[src/rtl/min4_stream_reducer.sv]
// min4_stream_reducer
//
// Streaming unsigned-minimum reducer. Operands arrive one per valid/ready
// transfer; every GROUP operands the block presents the group minimum on a
// registered output stream. Ties keep the earliest position in the group.
//
// Optional feature macro: MIN4_STREAM_INDEX_EN
//   defined   -> out_idx port exists and reports the 0-based position of the
//                minimum within its group (acc_idx tracking is built).
//   undefined -> out_idx and all index tracking are omitted; out_min,
//                handshakes and timing are unchanged.
//
// Phases are implied by the registers rather than a separate state variable:
//   ACCUM : cnt_q = 0..GROUP-1 (position of the next operand)
//   HOLD  : out_valid_q = 1 (result waiting for the consumer)
// HOLD and ACCUM position 0 overlap only in a cycle where out_ready is high,
// which lets a new group start in the same cycle the previous result retires.

module min4_stream_reducer #(
  parameter int WIDTH = 8,
  parameter int GROUP = 4
) (
  input  logic                     clk,
  input  logic                     reset,
  input  logic                     in_valid,
  output logic                     in_ready,
  input  logic [WIDTH-1:0]         in_data,
  output logic                     out_valid,
  input  logic                     out_ready,
`ifdef MIN4_STREAM_INDEX_EN
  output logic [$clog2(GROUP)-1:0] out_idx,
`endif
  output logic [WIDTH-1:0]         out_min
);

  localparam int CNT_W = $clog2(GROUP);
  localparam logic [CNT_W-1:0] LAST_POS = CNT_W'(GROUP - 1);

  // A group of one has no accumulation phase and would let a completing
  // input collide with a pending result; reject it at elaboration.
  if (GROUP < 2) begin : g_group_check
    $error("min4_stream_reducer: GROUP must be at least 2");
  end

  // ---------------------------------------------------------------------
  // State
  // ---------------------------------------------------------------------
  logic [CNT_W-1:0] cnt_q,       cnt_d;
  logic [WIDTH-1:0] acc_min_q,   acc_min_d;
  logic             out_valid_q, out_valid_d;
  logic [WIDTH-1:0] out_min_q,   out_min_d;
`ifdef MIN4_STREAM_INDEX_EN
  logic [CNT_W-1:0] acc_idx_q,   acc_idx_d;
  logic [CNT_W-1:0] out_idx_q,   out_idx_d;
`endif

  // ---------------------------------------------------------------------
  // Handshake decode
  // ---------------------------------------------------------------------
  logic in_xfer;
  logic out_xfer;
  logic first_pos;
  logic last_pos;
  logic is_lower;

  // Ready whenever no result is pending, or the pending one retires now.
  assign in_ready  = !reset && (!out_valid_q || out_ready);
  assign in_xfer   = in_valid && in_ready;
  assign out_xfer  = out_valid_q && out_ready;
  assign first_pos = (cnt_q == '0);
  assign last_pos  = (cnt_q == LAST_POS);
  // Strict compare: an equal operand never displaces the earlier minimum.
  assign is_lower  = (in_data < acc_min_q);

  // Next-state logic for the accumulator, position counter and result.
  always_comb begin
    // NOTE: every variable assigned below gets a hold value first, so no
    // path through the branches leaves one unassigned and no latch appears.
    cnt_d       = cnt_q;
    acc_min_d   = acc_min_q;
    out_valid_d = out_valid_q;
    out_min_d   = out_min_q;
`ifdef MIN4_STREAM_INDEX_EN
    acc_idx_d   = acc_idx_q;
    out_idx_d   = out_idx_q;
`endif

    // Retiring a result clears valid; a completing input below can only
    // happen when no result is pending, so the two never fight.
    if (out_xfer) begin
      out_valid_d = 1'b0;
    end

    if (in_xfer) begin
      if (first_pos) begin
        // First operand of a group seeds the running minimum.
        acc_min_d = in_data;
`ifdef MIN4_STREAM_INDEX_EN
        acc_idx_d = '0;
`endif
        cnt_d     = CNT_W'(1);
      end else if (last_pos) begin
        // Final operand: fold it in directly and publish the result.
        out_min_d   = is_lower ? in_data : acc_min_q;
`ifdef MIN4_STREAM_INDEX_EN
        out_idx_d   = is_lower ? cnt_q : acc_idx_q;
`endif
        out_valid_d = 1'b1;
        cnt_d       = '0;
      end else begin
        if (is_lower) begin
          acc_min_d = in_data;
`ifdef MIN4_STREAM_INDEX_EN
          acc_idx_d = cnt_q;
`endif
        end
        cnt_d = cnt_q + CNT_W'(1);
      end
    end
  end

  // State registers with synchronous active-high reset.
  always_ff @(posedge clk) begin
    // NOTE: state is written with non-blocking assignments so every register
    // samples the pre-edge values and block ordering cannot change behaviour.
    if (reset) begin
      // NOTE: the datapath registers are reset too, not just the control,
      // because out_min/out_idx are architecturally visible as zero after
      // reset and a discarded partial group must leave no trace.
      cnt_q       <= '0;
      acc_min_q   <= '0;
      out_valid_q <= 1'b0;
      out_min_q   <= '0;
`ifdef MIN4_STREAM_INDEX_EN
      acc_idx_q   <= '0;
      out_idx_q   <= '0;
`endif
    end else begin
      cnt_q       <= cnt_d;
      acc_min_q   <= acc_min_d;
      out_valid_q <= out_valid_d;
      out_min_q   <= out_min_d;
`ifdef MIN4_STREAM_INDEX_EN
      acc_idx_q   <= acc_idx_d;
      out_idx_q   <= out_idx_d;
`endif
    end
  end

  // ---------------------------------------------------------------------
  // Outputs: driven straight from registers, no path from in_data.
  // ---------------------------------------------------------------------
  assign out_valid = out_valid_q;
  assign out_min   = out_min_q;
`ifdef MIN4_STREAM_INDEX_EN
  assign out_idx   = out_idx_q;
`endif

  // ---------------------------------------------------------------------
  // Design invariants
  // ---------------------------------------------------------------------

  // The position counter never leaves 0..GROUP-1.
  a_cnt_range : assert property (@(posedge clk) disable iff (reset)
    int'(cnt_q) < GROUP);

  // A stalled result stays valid and unchanged.
  a_hold_stable : assert property (@(posedge clk) disable iff (reset)
    (out_valid_q && !out_ready) |=> (out_valid_q && $stable(out_min_q)));

  // A result only appears right after the final operand of a group.
  a_valid_cause : assert property (@(posedge clk) disable iff (reset)
    $rose(out_valid_q) |-> $past(in_valid && in_ready && (cnt_q == LAST_POS)));

endmodule

[config.mk]
export PLATFORM = sky130hd
export DESIGN_NAME = min4_stream_reducer
export DESIGN_NICKNAME = d
export VERILOG_FILES = /design/src/rtl/min4_stream_reducer.sv
export SDC_FILE = /design/constraint.sdc
export NUM_CORES = 1
export LEC_CHECK = 0
export ABC_CLOCK_PERIOD_IN_PS = 3000
export CAP_MARGIN = 10
export CORE_MARGIN = 3
export CORE_UTILIZATION = 50
export CTS_CLUSTER_SIZE = 12
export DETAILED_ROUTE_END_ITERATION = 10
export GPL_ROUTABILITY_DRIVEN = 0
export GPL_TIMING_DRIVEN = 0
export PLACE_DENSITY_LB_ADDON = 0.15
export SLEW_MARGIN = 20
export SYNTH_ARGS = -nofsm -noshare
export SYNTH_HDL_FRONTEND = slang
export SYNTH_SLANG_ARGS = --single-unit
[constraint.sdc]
create_clock -name clk -period 3 [get_ports clk]
set_input_delay 0.9 -clock clk [delete_from_list [all_inputs] [get_ports clk]]
set_output_delay 0.9 -clock clk [all_outputs]
set_load 0.01 [all_outputs]
## Yosys cells after proc, flatten, opt, wreduce, memory -nomap -nowiden

Index checks and enable logic that the tools add are counted.

- Add/subtract/negate cells: 1
- Order comparisons: 1
- Equal/unequal tests: 2
- Muxes and demuxes: 9
- Bitwise operators: 1
- Reduce and logical (&&, ||, !) cells: 9

Operator list:

| kind | count |
|---|---|
| 8-bit 2-to-1 mux | 3 |
| 8-bit < comparator | 1 |
| 1-bit 2-to-1 mux | 4 |
| 2-bit 2-to-1 mux | 2 |
| 1-bit logical AND | 3 |
| 3-bit AND reduction | 1 |
| 2-bit by 1-bit adder with 2-bit output, second input constant | 1 |
| 2-bit equality test, second input constant | 1 |
| 1-bit logical NOT | 2 |
| 2-bit logical NOT | 1 |
| 2-bit != test, second input constant | 1 |
| 2-bit AND reduction | 1 |
| 1-bit logical OR | 1 |
| 1-bit inverter | 1 |

- Register bits after elaboration: 19
- Output and inout bits: 10
- Word-level logic and storage cells: 27

## Logic depth before layout (Yosys ltp)

- Depth after elaboration: 5
- Mapped depth: 8
- Depth with buffers taken out: 7

## Worst setup path before layout

No wires, ideal clock.

- Path kind: input-to-reg
- Start point: input in_data[2]
- End point: register out_min_q[7] (netlist: out_min[7])
- Setup time: 0.118 ns
- Arrival: 2.275 ns
- Required time: 2.882 ns
- Path slack: 0.606 ns
- Cell stages on the path: 6
- Path buffers: 0
- Path through: ha_1 a211oi_1 o21ai_1 a21oi_2 mux2i_1 a21oi_2

- Longest elaborated chain between the ends: 2

RTL lines:

| item | line | RTL |
|---|---|---|
| from (decl) | 27 | `input logic [WIDTH-1:0] in_data,` |
| 8-bit < comparator | 73 | `assign is_lower = (in_data < acc_min_q);` |
| 8-bit 2-to-1 mux | -- |  |
| to (signal assigned) | 142 | `out_min_q <= out_min_d;` |
| to (decl) | 51 | `logic [WIDTH-1:0] out_min_q, out_min_d;` |

Every way passes these cells.
A chain may end at the register's enable or synchronous reset.

## Worst setup path after layout

- Start point: input reset
- End point: output in_ready

- Longest elaborated chain between the ends: 2

RTL lines:

| item | line | RTL |
|---|---|---|
| from (decl) | 24 | `input logic reset,` |
| 1-bit logical NOT | 67 | `assign in_ready = !reset && (!out_valid_q \|\| out_ready);` |
| 1-bit logical AND | 67 |  |
| to (decl) | 26 | `output logic in_ready,` |

Every way passes these cells.

==> out/summary.md <==
The flow ran to the end, and the final reports show no timing, DRC or antenna violations. The first global-routing pass estimated 3753 µm of wire. Path type of the worst setup path: input port to output port. The run gives 22 as the I/O pin total. Across the run, the number of max-cap violations was 0. The later pin in the worst-skew pair is clocked with a latency of 0.30 ns. The number of buffers added on ports came out at 21.

0 antenna diodes ended up in the layout. After Yosys synthesis, full adders, half adders and majority gates account for 12.90% of the synthesized area. For the final max-slew violation count, the log shows 0. The capture point of the critical path was in_ready. For this run, design rule violations remaining after detail routing come to 0. The register clock-pin slew on the reported worst setup and hold paths was 0.11 ns.

In this run the critical register-to-register path is captured at out_min[7]. The tools report the instance count of the mapped netlist as 121. The first detailed-routing pass ran for 4 iterations. The critical-path maximum fanout is 10, and the slack of the worst reg-to-reg path is 0.87 ns. In this run, CTS created clock tree buffers numbering 3. The share of flip-flops with an asynchronous set or reset after synthesis was 0%. The cell area power density came out at 390.3 nW/µm².

Post-synthesis share of cell area spent on and, or, nand and nor gates: 14.19%. Once detail routing completed, the nets flagged for antenna violations numbered 0. For the overall fraction of global-route tracks in use, the log shows 18.71%.

The number of cells on the worst reg-to-reg path is 7. The run gives 169 as the count of placed standard cells including taps. The placed instances occupy a cell area of 1311 µm².

After global routing the overflow that remains totals 0. The final route contains 914 vias. The synthesis-to-layout area growth came out at 25.67%. The run gives 0 as the count of warnings emitted by yosys. Setup repair after global routing left no endpoint under its margin.

The cell taking the most area after synthesis was dfxtp_1. The root buffer cell chosen for the clock tree is clkbuf_4. In this run the worst setup path begins at reset. The initial antenna violation count came out at 0.

At the pin with the least slew margin, the transition time is 0.6244 ns. The core footprint came out at 1982 µm². The startpoint identified for the worst register-to-register timing path is acc_min_q[2]. For this design the static power due to leakage is 0.5125 nW. The register bit count reported by yosys was 19; the fraction of post-synthesis cell area in the top cell type by area was 35.64%. The final net count is 170. Buffers inserted to repair hold after CTS numbered 0. The starting utilization of the core area is 53.85%.

Count of clock tree sinks: 19. TritonCTS built the clock tree. When the netlist entered floorplanning its net count stood at 144. The clock passes through at most 2 buffers.

The share of the synthesized netlist area taken by xor and xnor gates is 0%. The number of fill cells came out at 168. The finished layout holds 173 standard cells, fillers aside.

Derived from the worst setup path, the maximum achievable clock frequency is 346.5 MHz. The die covers 2725 µm². The post-placement setup slack is -0.3396 ns, and the number of flops mapped to enable cells by yosys is 0.

Buffers added to address setup during post-CTS repair amount to 0. The sequential area share after synthesis was 35.64%; the routed via count divided by cell count was 5.283. The maximum vdd drop was 0.3467 mV; the share of cell area taken by muxes after synthesis was 7.503%. The share of the cycle needed by the critical path after routing was 96.19%; the count of endpoints failing setup in the final report was 0. Final hold analysis gives a worst-case slack of 0.5028 ns.

For this run, the leading register cell type out of synthesis is dfxtp_1. The detailed router finished its first iteration with 17 violations. The synthesized-area fraction occupied by ao, oa, aoi and oai cells was 23.09%; the total count of hold-check failures in the final report was 0. The max-slew headroom at the worst pin is 58.37%. Cells with a size suffix above 1 make up 10.27% of the layout. The detailed-placement wirelength estimate was 1694 µm. The data required time at the worst endpoint is 2.10 ns. The smallest setup slack after layout was 0.1143 ns. The summed instance area of the synthesized netlist is 1067 µm². The number of H-tree levels was 1. The logs give 883 for the via count of the first global-routing pass and 0.008094 ns for the setup clock skew after layout. Wires add up to 2209 µm.

The die is 52.20 µm tall. Nature of the critical path startpoint: an input port. In the post-synthesis netlist, the biggest area contributors are dfxtp_1 (36%), ha_1 (13%), a21oi_1 (8.4%). The worst hold path belongs to the class flip-flop to flip-flop. After detailed routing, the average wire length per cell comes to 12.77 µm.

Adding up every negative setup slack in the final design gives 0 ns. Entering global routing, the biggest net connects 12 pins. The finished cells cover 1341 µm².

The number of placement rows came out at 16. The die is 52.20 µm wide. The minimum clock period is 2.886 ns, and the arrival time of data at the critical path endpoint is 1.99 ns.

The worst hold path passes through 2 cells. The combinational family with the most area after synthesis was compound AO/OA/AOI/OAI gates. The synthesized area per cell is 8.820 µm². STA classifies the critical path endpoint as an output port. The unique cell type count in the Yosys netlist was 27.
==> cells in the final DEF (no fill, tap or decap), types with 2 or more instances in the layout <==
cell / netlist / final
a21oi_2: 2 / 2
nor3_1: 2 / 2
inv_1: 11 / 11
nand3_1: 8 / 8
nand2_1: 4 / 4
nor2_1: 5 / 5
clkdlybuf4s50_1: 0 / 20
a21oi_1: 18 / 18
buf_6: 2 / 2
mux2i_1: 8 / 8
o21ai_1: 10 / 10
dfxtp_1: 19 / 19
clkbuf_4: 0 / 4
ha_1: 11 / 11
o21ai_0: 7 / 7
==> how the worst min path moves through the flow <==
stage	startpoint	end	slack, ns
2_1_floorplan	acc_min_q[0]	acc_min_q[0]	0.47
3_3_place_gp	acc_min_q[3]	acc_min_q[3]	0.48
3_5_place_dp	acc_min_q[3]	acc_min_q[3]	0.49
4_1_cts	acc_min_q[3]	acc_min_q[3]	0.50
5_1_grt	acc_min_q[6]	acc_min_q[6]	0.53
6_report	acc_min_q[1]	acc_min_q[1]	0.50
==> through the flow <==
step,total power [mW],utilization [%]
after detailed placement,0.4002,66.16
final,0.5236,67.68
after global routing,0.5564,67.68
after global placement,0.3968,66.16
after CTS,0.5275,67.68
after floorplan,0.3580,-
==> logic make-up (layout without fill, tap and decap cells) <==
family,Yosys count,count (layout)
buffers and inverters,15,40
flip-flops,19,19
AND/OR/NAND/NOR,26,26
multiplexers,8,8
AO/OA/AOI/OAI,42,42
adder cells (fa/ha/maj),11,11
==> metal layers <==
| layer | vias to the layer above | track usage, % | part of all wire (%) |
|---|---|---|---|
| li1 | 477 | - | - |
| met1 | 412 | 23.46 | 49 |
| met2 | 21 | 31.80 | 45 |
| met3 | 4 | 2.849 | 4.8 |
| met4 | 0 | 7.660 | 1.5 |
| met5 | - | 0 | 0 |
==> cells in the mapped netlist (2+ instances only) <==
master and instances:
nand3_1 8, nor2_1 5, buf_6 2, nand2_1 4
a21oi_2 2, o21ai_1 10, mux2i_1 8, ha_1 11
o21ai_0 7, nor3_1 2, dfxtp_1 19, inv_1 11
a21oi_1 18
==> flip-flops by register name (all words and copies together) (netlist names) <==
name / count
out_min: 8
cnt_q: 2
out_valid: 1
acc_min_q: 8
==> worst max-delay path, stage by stage <==
cell and delay [ns]:
clkdlybuf4s50_1 0.44, clkbuf_4 0.21, nor2_1 0.15, dlygate4sd2_1 0.28
==> final cells by class <==
cell class                 instances  area (µm²)  area share, %
tap                               27       33.78          2.519
inverter                          11       41.29          3.078
multi-input combinational         87       615.6          45.90
clock buffer                       3       22.52          1.679
timing repair buffer              21       209.0          15.58
buffer                             4       33.78          2.519
clock inverter                     1       5.005         0.3731
sequential                        19       380.4          28.36
==> report_power, final <==
group / leakage [nW] / switching (mW) / internal [mW]
Combinational: 0.340 / 0.0667 / 0.0572
Clock: 0.0177 / 0.0783 / 0.0497
Sequential: 0.154 / 0.00852 / 0.263
Total: 0.512 / 0.154 / 0.370
==> timing repair <==
action,CTS,global route
endpoints found under the hold margin,0,0
endpoints found under the setup margin,1,0
gates resized for setup,3,0
No activity file was read; power rests on OpenSTA's default activity.
